[config.mk]
export PLATFORM = sky130hd
export DESIGN_NAME = mdio_master
export DESIGN_NICKNAME = d
export VERILOG_FILES = /design/src/rtl/mdio_pkg.sv /design/src/rtl/mdio_mdc_gen.sv /design/src/rtl/mdio_master.sv
export SDC_FILE = /design/constraint.sdc
export NUM_CORES = 1
export LEC_CHECK = 0
export CAP_MARGIN = 20
export CORE_MARGIN = 10
export CORE_UTILIZATION = 46
export DETAILED_ROUTE_END_ITERATION = 10
export HOLD_SLACK_MARGIN = 0.05
export PLACE_DENSITY = 0.73
export SLEW_MARGIN = 20
export SYNTH_ARGS = -nofsm -noshare
export SYNTH_HDL_FRONTEND = slang
export SYNTH_SLANG_ARGS = --single-unit
[constraint.sdc]
create_clock -name PCLK -period 7.2 [get_ports PCLK]
set_input_delay 1.44 -clock PCLK [delete_from_list [all_inputs] [get_ports PCLK]]
set_output_delay 1.44 -clock PCLK [all_outputs]
set_load 0.02 [all_outputs]
[src/rtl/mdio_pkg.sv]
// Shared definitions for the MDIO master: register map, CTRL/CMD/STATUS field
// positions, frame FSM states and clause 22/45 start/opcode constants.
package mdio_pkg;

    localparam logic [9:0] ADDR_CTRL   = 10'h000;
    localparam logic [9:0] ADDR_CMD    = 10'h004;
    localparam logic [9:0] ADDR_WDATA  = 10'h008;
    localparam logic [9:0] ADDR_RDATA  = 10'h00C;
    localparam logic [9:0] ADDR_STATUS = 10'h010;
    localparam logic [9:0] ADDR_CLKDIV = 10'h014;

    localparam int unsigned CTRL_START   = 0;
    localparam int unsigned CTRL_IRQ_EN  = 1;
    localparam int unsigned CTRL_PRE_SUP = 2;

    localparam int unsigned CMD_ST_LSB    = 0;
    localparam int unsigned CMD_OP_LSB    = 2;
    localparam int unsigned CMD_PRTAD_LSB = 4;
    localparam int unsigned CMD_DEVAD_LSB = 9;

    localparam int unsigned STAT_BUSY   = 0;
    localparam int unsigned STAT_DONE   = 1;
    localparam int unsigned STAT_TA_ERR = 2;

    localparam logic [1:0] ST_C22       = 2'b01;
    localparam logic [1:0] ST_C45       = 2'b00;
    localparam logic [1:0] OP_C22_WRITE = 2'b01;
    localparam logic [1:0] OP_C22_READ  = 2'b10;

    typedef enum logic [2:0] {
        S_IDLE,
        S_PRE,
        S_HDR,
        S_TA,
        S_DATA
    } mdio_state_e;

    // Index of the final bit of each frame phase.
    function automatic logic [5:0] last_bit(input mdio_state_e s);
        case (s)
            S_PRE:   return 6'd31;
            S_HDR:   return 6'd13;
            S_TA:    return 6'd1;
            S_DATA:  return 6'd15;
            default: return 6'd0;
        endcase
    endfunction

endpackage

[src/rtl/mdio_mdc_gen.sv]
// MDC generator: low half then high half, each div+1 clocks, with strobes that
// flag the clock edge on which MDC will rise or fall. Held low while disabled.
import mdio_pkg::*;

module mdio_mdc_gen #(
    parameter int DIV_W = 8
) (
    input  logic             clk,
    input  logic             rst_n,
    input  logic             en,
    input  logic [DIV_W-1:0] div,
    output logic             mdc,
    output logic             rise,
    output logic             fall
);

    logic [DIV_W-1:0] cnt;
    logic             wrap;

    assign wrap = en && (cnt == div);
    assign rise = wrap && !mdc;
    assign fall = wrap && mdc;

    always_ff @(posedge clk or negedge rst_n) begin
        if (!rst_n) begin
            cnt <= '0;
            mdc <= 1'b0;
        end else if (!en) begin
            cnt <= '0;
            mdc <= 1'b0;
        end else if (wrap) begin
            cnt <= '0;
            mdc <= ~mdc;
        end else begin
            cnt <= cnt + 1'b1;
        end
    end

endmodule

[src/rtl/mdio_master.sv]
// APB3-programmed MDIO management master (clause 22/45 frames).
// Preamble suppression (CTRL.PRE_SUP) exists only when MDIO_MASTER_PRE_SUP_EN is defined.
import mdio_pkg::*;

module mdio_master #(
    parameter int DIV_W   = 8,
    parameter int DIV_RST = 19
) (
    input  logic        PCLK,
    input  logic        PRESETn,
    input  logic        PSEL,
    input  logic        PENABLE,
    input  logic        PWRITE,
    input  logic [9:0]  PADDR,
    input  logic [31:0] PWDATA,
    output logic [31:0] PRDATA,
    output logic        MDC,
    output logic        MDIO_out,
    output logic        mdio_oe,
    input  logic        MDIO_in,
    output logic        MDIO_irq
);

    logic             irq_en;
    logic             pre_sup;
    logic [13:0]      cmd;
    logic [15:0]      wdata;
    logic [15:0]      rdata;
    logic [15:0]      rd_shift;
    logic [DIV_W-1:0] clkdiv;
    logic             done;
    logic             ta_err;
    logic             busy;
    mdio_state_e      state;
    logic [5:0]       bit_cnt;

    logic             wr_en;
    logic             rd_setup;
    logic             start_req;
    logic             is_read;
    logic [13:0]      hdr;
    logic             mdc_rise;
    logic             mdc_fall;
    logic [31:0]      rd_mux;
    mdio_state_e      nxt_state;
    logic [5:0]       nxt_cnt;
    logic             nxt_bit;
    logic             nxt_oe;
    logic             unused_pwdata;

    assign unused_pwdata = ^PWDATA[31:16];

    assign wr_en     = PSEL && PENABLE && PWRITE;
    assign rd_setup  = PSEL && !PENABLE && !PWRITE;
    assign busy      = (state != S_IDLE);
    assign start_req = wr_en && (PADDR == ADDR_CTRL) && PWDATA[CTRL_START] && !busy;
    assign is_read   = cmd[CMD_OP_LSB + 1];
    assign hdr       = {cmd[CMD_ST_LSB +: 2], cmd[CMD_OP_LSB +: 2],
                        cmd[CMD_PRTAD_LSB +: 5], cmd[CMD_DEVAD_LSB +: 5]};
    assign MDIO_irq  = done && irq_en;

    mdio_mdc_gen #(
        .DIV_W (DIV_W)
    ) u_mdc_gen (
        .clk   (PCLK),
        .rst_n (PRESETn),
        .en    (busy),
        .div   (clkdiv),
        .mdc   (MDC),
        .rise  (mdc_rise),
        .fall  (mdc_fall)
    );

`ifdef MDIO_MASTER_PRE_SUP_EN
    always_ff @(posedge PCLK or negedge PRESETn) begin
        if (!PRESETn)
            pre_sup <= 1'b0;
        else if (wr_en && (PADDR == ADDR_CTRL))
            pre_sup <= PWDATA[CTRL_PRE_SUP];
    end
`else
    assign pre_sup = 1'b0;
`endif

    always_comb begin
        rd_mux = '0;
        case (PADDR)
            ADDR_CTRL: begin
                rd_mux[CTRL_IRQ_EN]  = irq_en;
                rd_mux[CTRL_PRE_SUP] = pre_sup;
            end
            ADDR_CMD:    rd_mux[13:0] = cmd;
            ADDR_WDATA:  rd_mux[15:0] = wdata;
            ADDR_RDATA:  rd_mux[15:0] = rdata;
            ADDR_STATUS: begin
                rd_mux[STAT_BUSY]   = busy;
                rd_mux[STAT_DONE]   = done;
                rd_mux[STAT_TA_ERR] = ta_err;
            end
            ADDR_CLKDIV: rd_mux[DIV_W-1:0] = clkdiv;
            default:     rd_mux = '0;
        endcase
    end

    // PRDATA is captured in the setup phase so it is stable for the zero-wait access phase.
    always_ff @(posedge PCLK or negedge PRESETn) begin
        if (!PRESETn) begin
            irq_en <= 1'b0;
            cmd    <= '0;
            wdata  <= '0;
            clkdiv <= DIV_W'(DIV_RST);
            PRDATA <= '0;
        end else begin
            if (wr_en) begin
                case (PADDR)
                    ADDR_CTRL:   irq_en <= PWDATA[CTRL_IRQ_EN];
                    ADDR_CMD:    if (!busy) cmd    <= PWDATA[13:0];
                    ADDR_WDATA:  if (!busy) wdata  <= PWDATA[15:0];
                    ADDR_CLKDIV: if (!busy) clkdiv <= PWDATA[DIV_W-1:0];
                    default: ;
                endcase
            end
            if (rd_setup)
                PRDATA <= rd_mux;
        end
    end

    // Position and pad values of the bit that begins at the next MDC fall.
    always_comb begin
        nxt_state = state;
        nxt_cnt   = bit_cnt + 6'd1;
        if (bit_cnt == last_bit(state)) begin
            nxt_cnt = '0;
            case (state)
                S_PRE:   nxt_state = S_HDR;
                S_HDR:   nxt_state = S_TA;
                S_TA:    nxt_state = S_DATA;
                default: nxt_state = S_IDLE;
            endcase
        end
        case (nxt_state)
            S_HDR:   nxt_bit = hdr[4'd13 - nxt_cnt[3:0]];
            S_TA:    nxt_bit = ~nxt_cnt[0];
            S_DATA:  nxt_bit = wdata[4'd15 - nxt_cnt[3:0]];
            default: nxt_bit = 1'b1;
        endcase
        nxt_oe = (nxt_state != S_IDLE) &&
                 !(is_read && ((nxt_state == S_TA) || (nxt_state == S_DATA)));
    end

    always_ff @(posedge PCLK or negedge PRESETn) begin
        if (!PRESETn) begin
            state    <= S_IDLE;
            bit_cnt  <= '0;
            MDIO_out <= 1'b1;
            mdio_oe  <= 1'b0;
            rd_shift <= '0;
            rdata    <= '0;
            done     <= 1'b0;
            ta_err   <= 1'b0;
        end else begin
            if (wr_en && (PADDR == ADDR_STATUS)) begin
                if (PWDATA[STAT_DONE])   done   <= 1'b0;
                if (PWDATA[STAT_TA_ERR]) ta_err <= 1'b0;
            end
            case (state)
                S_IDLE: begin
                    if (start_req) begin
                        state    <= pre_sup ? S_HDR : S_PRE;
                        bit_cnt  <= '0;
                        mdio_oe  <= 1'b1;
                        MDIO_out <= pre_sup ? hdr[13] : 1'b1;
                    end
                end
                default: begin
                    if (mdc_rise && is_read) begin
                        if ((state == S_TA) && bit_cnt[0] && MDIO_in)
                            ta_err <= 1'b1;
                        if (state == S_DATA)
                            rd_shift <= {rd_shift[14:0], MDIO_in};
                    end
                    // Set updates come after the W1C so a completing frame wins.
                    if (mdc_fall) begin
                        state    <= nxt_state;
                        bit_cnt  <= nxt_cnt;
                        MDIO_out <= nxt_bit;
                        mdio_oe  <= nxt_oe;
                        if (nxt_state == S_IDLE) begin
                            done <= 1'b1;
                            if (is_read)
                                rdata <= rd_shift;
                        end
                    end
                end
            endcase
        end
    end

endmodule

Word-level counts from Yosys, hierarchy flattened --
Index checks and enable logic that the tools add are counted.
Operators by class: add/subtract/negate cells 4, magnitude comparators 2, equality and inequality tests 16, mux-type cells 39, bitwise gates (word level) 4, reductions and logical operators 36
Operator list (count):
- 5-bit one-hot mux with 4 select lines | 2
- 6-bit two-way mux | 4
- 10-bit by 4-bit equality test with 1-bit output, second input constant | 2
- 10-bit by 5-bit equality test with 1-bit output, second input constant | 2
- 1-bit two-way mux | 19
- 6-bit one-hot mux with 3 select lines | 1
- 1-bit logical AND | 17
- 8-bit two-way mux | 2
- 3-bit by 2-bit equality test with 1-bit output, second input constant | 4
- 3-bit two-way mux | 4
- 2-bit one-hot mux with 6 select lines | 1
- 3-bit AND reduction | 4
- 10-bit by 3-bit equality test with 1-bit output, second input constant | 1
- 10-bit zero test | 1
- 4-bit by 5-bit < comparator with 1-bit output, second input constant | 2
- 3-bit one-hot mux with 3 select lines | 1
- 8-bit by 1-bit adder with 8-bit output, second input constant | 1
- 1-bit binary-select mux with 4-bit select | 2
- 8-bit equality test | 1
- 4-bit subtractor, first input constant | 2
- 6-bit by 1-bit adder with 6-bit output, second input constant | 1
- 3-bit equality test, second input constant | 2
- 6-bit equality test | 1
- 3-bit zero test | 2
- 12 further kinds | 22
Word-level totals: register bits after elaboration 109, bits of input ports 48, output and inout bits 36, logic and storage cells 116

Depth between registers and ports, before layout --
Gate-level depths: netlist of the first run.
depth in word-level cells 11, gate-level depth with buffers 15, depth with buffers taken out 12

By module --
Synthesis of the first run repeated with hierarchy kept, for this count alone.
Unflattened totals: cells, all modules 514, area, all modules 5669.2 µm²
Modules (own cells, without submodules):
- mdio_master | times used 1, cells an instance 465, area each 5176.2 µm², seq. area each 2507.4 µm²
- mdio_mdc_gen | times used 1, cells an instance 49, area each 493.0 µm², seq. area each 225.2 µm²

Worst setup path after synthesis of the first run --
OpenSTA, ideal clock, no wires.
path kind input to register, start input port PADDR[7], end register wdata[10], arrival 3106 ps, setup slack 3970 ps, stages 8, cells stage by stage nor4_1 > nand2_1 > nor2_1 > and2_1 > clkbuf_1 > nand3_1 > clkbuf_1 > mux2_2
On the way: word-level cells in the longest chain between the ends 2
RTL lines:
- from (decl) | RTL line mdio_master.sv:14 | input logic [9:0] PADDR,
- 10-bit by 4-bit equality test with 1-bit output | RTL line mdio_master.sv:115 | case (PADDR)
- 3-bit AND reduction (no source line)
- to (signal assigned) | RTL line mdio_master.sv:118 | ADDR_WDATA: if (!busy) wdata <= PWDATA[15:0];
- to (decl) | RTL line mdio_master.sv:27 | logic [15:0] wdata;
No other way between the ends. A chain may end at the register's enable or synchronous reset.

Worst setup path after layout of the first run --
start input port PADDR[7], end register wdata[13]
Same word-level chain as after synthesis.

==> impl_metrics.csv, run 1 <==
group,metric,value,unit
sta,hold_viol,0,
global_route,grt_pass1_vias,4258,
logic_synthesis,avgSynthCellArea,11.0,sq um
drt,drc,0,
die,die_y,132,um
sta,rsz0062_at_grt,"false",
placement,io_buffers,51,
sta,worst_pin_slew,1.01,ns
clock_network,htreeDepth,3,
global_route,grt_pass1_wl,22.9,mm
logic_synthesis,async_reset_ff_share,100,%
setup_path,crit_required,7.44,ns
cells_and_area,diodes,0,
setup_path,arrival,4.66,ns
cells_and_area,final-seq-area,2730,sq um
clock_network,root_buffer,"clkbuf_16",
logic_synthesis,synth_edf_count,0,
clock_network,holdBufCountCts,0,
clock_network,path_clk_slew,0.07,ns
drt,dr.first_iter.drc_count,494,
drt,drtAntennaViolNets,0,
clock_network,postCtsSetupBuffers,0,
drt,viasPerCell,5.79,
setup_path,critPathKind,"in -> reg",
cells_and_area,num-fill-cells,1072,
setup_path,crit_path_end_kind,"flip-flop",
die,dieWidth,132,um
cells_and_area,syn_to_final_growth,14.5,%
pwr,clock_power_share,27.7,%
clock_network,cts_buffers,9,
placement,dpl.hpwl,10.1,mm
cells_and_area,drive_gt1_share,20.1,%
job,drv_cap,0,
pwr,p_leak,2.97,nW
logic_synthesis,ys_seq_elements,109,
cells_and_area,finalNetCount,607,
sta,period_share,61.4,%
clock_network,cts_tree,"done",
sta,slew_headroom,32.4,%
logic_synthesis,yosys-top-cells-area,"dfrtp_1 46%, mux2_2 14%, nand2_1 2.8%",
die,start_util,47.2,%
pwr,switchingPower,0.000625,W
drt,route.detailed.wl_per_inst,19.1,um
setup_path,crit_path_max_fanout,16,
global_route,antenna_found_initial,0,
logic_synthesis,yosysTopAreaCellShare,45.9,%
logic_synthesis,netlist_instances,521,
setup_path,start_kind,"input pin",
logic_synthesis,yosysTopAreaCell,"dfrtp_1",
pwr,switching_share,36.3,%
sta,fmax,0.226,GHz
pwr,ir_drop,0.000129,V
worst_hold_path,min_path_type,"reg -> reg",
drt,dr.pass1.iters,7,
logic_synthesis,synthFlopType,"dfrtp_1",
global_route,gr-usage-all-layers,16.1,%
logic_synthesis,synth_area,5720,sq um
die,ioPinCount,84,
drt,routed_wl,13.9,mm
logic_synthesis,ys_seq_area_share,47.8,%
sta,fin_crit,4.42,ns
cells_and_area,multi_input_area,2780,sq um
die,core,12100,sq um
pwr,p_int,0.00110,W
setup_path,rr_worst_depth,12,
logic_synthesis,yosysWarnings,0,
pwr,power.total,0.00172,W
die,rows,40,
clock_network,insertion_delay,0.36,ns
placement,gp_congestion,0.911,
sta,finalSetupViolCount,0,
sta,setup_tns,0,ns
worst_hold_path,hold_path_depth,2,
global_route,grt-ovfl-total,0,
run_status,status,"complete, no violations",
die,dieArea,17300,sq um
clock_network,clk_path_buf_depth,2,
pwr,pwr-share-seq,40.8,%
sta,timing.final.max_slew_violations,0,
global_route,grt_max_degree,69,
pwr,pwr-share-comb,31.5,%
clock_network,ctsResizeCount,0,
logic_synthesis,synth.most_common_cell,"dfrtp_1",
drt,route.vias.total,4219,
sta,fin_skew,0.00713,ns
logic_synthesis,synth_commonest_cells,"105 x dfrtp_1, 71 x mux2_2, 43 x nand2_1, 34 x nor2_1, 32 x o21ai_0",
pwr,power_density,263,nW/um^2
clock_network,cts_sinks,109,
logic_synthesis,yosys.cell_types.count,60,
[per-layer routing]
layer	GRT usage (%)	vias to the layer above	part of all wire, %
li1	-	1924	-
met1	20.2	2131	44
met2	26.5	145	49
met3	4.27	19	5.5
met4	5.13	0	1.4
met5	0	-	0
[state kept, by name, indices dropped and copies added, names as in the netlist, 6 cells and up]
register,count
rd_shift,16
u_mdc_gen.cnt,8
clkdiv,8
rdata,16
wdata,16
cmd,14
PRDATA,16
bit_cnt,6
[layout make-up]
type	instances	share of cell area, %
tap	168	3.21
inverter	5	0.287
sequential	109	41.7
multi-input combinational	378	42.5
timing repair buffer	53	7.99
clock buffer	9	3.44
clock inverter	7	0.841
[through the flow]
stage | setup WS, ns | cell area [sq um] | utilization (%) | hold slack [ns] | cells
4_1_cts | 2.83 | 6550 | 54.1 | 0.488 | 729
3_5_place_dp | 2.44 | 6270 | 51.7 | 0.472 | 713
5_1_grt | 2.54 | 6550 | 54.1 | 0.511 | 729
2_1_floorplan | 3.97 | 5780 | - | 0.446 | 536
3_3_place_gp | 2.50 | 6270 | 51.7 | 0.463 | 713
6_report | 2.78 | 6550 | 54.1 | 0.479 | 729
[final timing paths]
path	from	endpoint	slack (ns)
max	PADDR[7]	wdata[13]$_DFFE_PN0P_	2.78
min	PRDATA[14]$_DFFE_PN0P_	PRDATA[14]$_DFFE_PN0P_	0.48
max reg2reg	bit_cnt[0]$_DFFE_PN0P_	MDIO_out$_DFFE_PN1P_	3.40
min reg2reg	PRDATA[14]$_DFFE_PN0P_	PRDATA[14]$_DFFE_PN0P_	0.48
max in group asynchronous	PRESETn	rdata[10]$_DFFE_PN0P_	4.91
min in group asynchronous	PRESETn	done$_DFF_PN0_	1.05
[critical path, cell delays in order]
cell	delay, ns
clkdlybuf4s50_1	0.40
nor4_1	0.28
nand2_1	0.17
nor2_1	0.60
and2_1	0.45
nand3_1	0.76
mux2_2	0.55
[layout by cell type (no fill, tap or decap), types with 3 or more instances in the layout]
cell             count
xor2_1               5
nor2b_1              7
nor2_1              34
mux2_2              71
nor3_1               4
a222oi_1             7
conb_1              16
dfrtp_1            105
nor3b_1              4
mux4_2               3
nand4_1              5
o21ai_0             32
and3_1               6
nand3b_1             4
a22o_1               5
o211ai_1             3
mux2i_1             12
clkbuf_16            9
mux2_4              10
dfstp_2              4
nor4_1               3
o221ai_1             3
ha_1                 3
nand3_1             17
a21oi_1             20
a211oi_1             6
and2_1               3
inv_1                5
nand2b_1             5
nand2_1             43
o31ai_1              3
inv_6                4
xnor2_1             15
clkdlybuf4s50_1     50
buf_4                3
[power groups by stage]
stage / Clock (W) / Sequential (W) / Combinational (W)
after global routing: 0.000513 / 0.000708 / 0.000588
after global placement: 0 / 0.000711 / 0.000515
after CTS: 0.000484 / 0.000701 / 0.000535
after detailed placement: 0 / 0.000713 / 0.000531
after floorplan: 0 / 0.000677 / 0.000433
final: 0.000477 / 0.000703 / 0.000541
[kinds of logic (layout without fill, tap and decap cells)]
kind of cell	count (synthesis)	after routing	synth area share, %
AND/OR/NAND/NOR	148	148	13.1
multiplexers	96	96	19.9
flip-flops	109	109	47.8
other	1	16	0.0656
XOR/XNOR	20	20	3.06
buffers and inverters	49	74	4.57
adder cells (fa/ha/maj)	3	3	0.656
AO/OA/AOI/OAI	95	95	10.9
No activity file was read; power rests on OpenSTA's default activity.
==> run 2: changes to the inputs <==
- clock period: 7.2 -> 4.15 ns (I/O delays scaled with it)
==> run 2 against run 1 <==
Effect of this change: global-route usage up 0.38 points; flip-flop and latch count did not move; setup slack got worse by 2.2 ns; routed wire length rose by 3.6%; critical path type is now reg -> reg; core utilization increased by 0.58 points; critical endpoint is now MDIO_out$_DFFE_PN1P_; highest routed layer unchanged; cell count is 1.2% higher; clock skew up 0.0019 ns.
==> impl_metrics.csv, run 2 (synthesized netlist as in run 1, its figures left out) <==
group,metric,value,unit
pwr,p_int,0.00193,W
clock_network,clk_path_buf_depth,2,
placement,dpl.hpwl,10.5,mm
sta,hold_viol,0,
setup_path,cp_common_cell,"o221ai_1",
die,rows,40,
clock_network,root_buffer,"clkbuf_16",
sta,setup_tns,0,ns
drt,drtAntennaViolNets,0,
clock_network,path_clk_slew,0.07,ns
pwr,pwr-share-comb,32.6,%
drt,viasPerCell,5.80,
pwr,switchingPower,0.00108,W
setup_path,crit_path_end_kind,"flip-flop",
sta,fin_skew,0.00907,ns
worst_hold_path,hold_path_depth,2,
drt,dr.pass1.iters,5,
pwr,pwr-share-seq,39.5,%
die,start_util,47.2,%
drt,route.detailed.wl_per_inst,19.5,um
cells_and_area,layout_common_cells,"105 x dfrtp_1, 71 x mux2_2, 50 x clkdlybuf4s50_1",
pwr,ir_drop,0.000237,V
clock_network,htreeDepth,3,
placement,gp_congestion,0.870,
clock_network,cts_buffers,9,
sta,timing.final.max_slew_violations,0,
global_route,grt-ovfl-total,0,
clock_network,holdBufCountCts,0,
global_route,antenna_found_initial,0,
die,ioPinCount,84,
global_route,grt_pass1_vias,4396,
die,dieWidth,132,um
sta,slew_headroom,45.4,%
setup_path,cp_slowest_stage_delay,0.71,ns
pwr,power_density,456,nW/um^2
pwr,switching_share,35.9,%
cells_and_area,num-fill-cells,1069,
die,dieArea,17300,sq um
sta,worst_pin_slew,0.819,ns
die,die_y,132,um
drt,route.vias.total,4278,
placement,io_buffers,51,
global_route,gr-usage-all-layers,16.5,%
die,core,12100,sq um
clock_network,cts_sinks,109,
setup_path,critPathKind,"reg -> reg",
setup_path,crit_chain,"or3b_1 -> a21oi_1 -> o221ai_1 -> nor2_4 -> nor2_1 -> ha_1 -> nand2_1 -> or2_2 -> o221ai_1 -> a211oi_1 -> mux2i_1 -> o22ai_1",
clock_network,ctsResizeCount,0,
pwr,p_leak,3.02,nW
setup_path,crit_path_max_fanout,21,
sta,rsz0062_at_grt,"false",
sta,fmax,0.280,GHz
cells_and_area,final_area,6620,sq um
clock_network,postCtsSetupBuffers,0,
cells_and_area,final-seq-area,2730,sq um
pwr,clock_power_share,27.9,%
sta,fin_crit,3.57,ns
drt,dr.first_iter.drc_count,337,
run_status,status,"complete, no violations",
drt,drc,0,
worst_hold_path,min_path_type,"reg -> reg",
cells_and_area,syn_to_final_growth,15.7,%
setup_path,crit_required,4.43,ns
cells_and_area,multi_input_area,2780,sq um
placement,placed_area,6330,sq um
job,drv_cap,0,
sta,period_share,86.0,%
cells_and_area,final_common_cell,"dfrtp_1",
setup_path,start_kind,"flip-flop",
cells_and_area,finalNetCount,616,
clock_network,cts_tree,"done",
setup_path,rr_worst_depth,12,
cells_and_area,drive_gt1_share,21.4,%
global_route,grt_pass1_wl,23.6,mm
setup_path,arrival,3.85,ns
global_route,grt_max_degree,64,
drt,routed_wl,14.4,mm
clock_network,insertion_delay,0.36,ns
cells_and_area,diodes,0,
setup_path,cpMaxStageDelayCell,"dfrtp_1",
sta,finalSetupViolCount,0,
-- run 2: cell types whose count changed in the layout (fill, tap and decap cells not counted), sizes merged --
cell      before  now
clkbuf         9   10
clkinv         1    2
clkinvlp       2    1
inv            9    8
buf            3   12
-- run 2: power by group through the flow --
stage / Clock (W) / Combinational (W) / Sequential (W)
finish: 0.000842 / 0.000985 / 0.00119
CTS: 0.000849 / 0.000974 / 0.00119
global placement: 0 / 0.000941 / 0.00120
global route: 0.000894 / 0.00108 / 0.00120
detailed placement: 0 / 0.000972 / 0.00121
floorplan: 0 / 0.000751 / 0.00117
-- run 2: worst paths after layout --
check / start / end / slack, ns
min in group asynchronous: PRESETn / PRDATA[0]$_DFFE_PN0P_ / 0.55
worst min-delay path: PRDATA[11]$_DFFE_PN0P_ / PRDATA[11]$_DFFE_PN0P_ / 0.49
worst max-delay path: state[2]$_DFFE_PN0P_ / MDIO_out$_DFFE_PN1P_ / 0.58
worst max register to register: state[2]$_DFFE_PN0P_ / MDIO_out$_DFFE_PN1P_ / 0.58
max in group asynchronous: PRESETn / clkdiv[0]$_DFFE_PN1P_ / 2.72
worst min register to register: PRDATA[11]$_DFFE_PN0P_ / PRDATA[11]$_DFFE_PN0P_ / 0.49
-- run 2: metal layers --
layer,part of all wire (%),track usage (%),vias up
met5,0,0,-
met4,2.2,6.00,0
met2,48,27.1,150
met1,43,20.7,2160
met3,6.5,3.93,24
li1,-,-,1944
-- run 2: layout make-up --
| cell class | count | share of cell area (%) |
|---|---|---|
| Clock inverter | 6 | 0.662 |
| Timing Repair Buffer | 62 | 8.92 |
| Multi-Input combinational cell | 378 | 42.0 |
| Sequential cell | 109 | 41.3 |
| Clock buffer | 10 | 3.61 |
| Inverter | 5 | 0.284 |
| Tap cell | 168 | 3.18 |
-- run 2: worst max-delay path, delay by kind of cell, from the launching register on --
family                     cells  cell delay, ns
adders and majority gates      1            0.40
DFF                            1            0.71
and+or+nand+nor                5            1.30
muxes                          1            0.19
AOI/OAI and AO/OA              5            0.88
-- run 2: stage by stage --
| step | hold WS [ns] | power [W] | util (%) | setup slack (ns) | instances |
|---|---|---|---|---|---|
| detailed placement | 0.471 | 0.00218 | 52.3 | 0.662 | 722 |
| floorplan | 0.446 | 0.00193 | - | 1.06 | 536 |
| global route | 0.512 | 0.00317 | 54.6 | 0.290 | 738 |
| finish | 0.487 | 0.00302 | 54.6 | 0.582 | 738 |
| CTS | 0.487 | 0.00301 | 54.6 | 0.655 | 738 |
| global placement | 0.471 | 0.00214 | 52.3 | 0.771 | 722 |
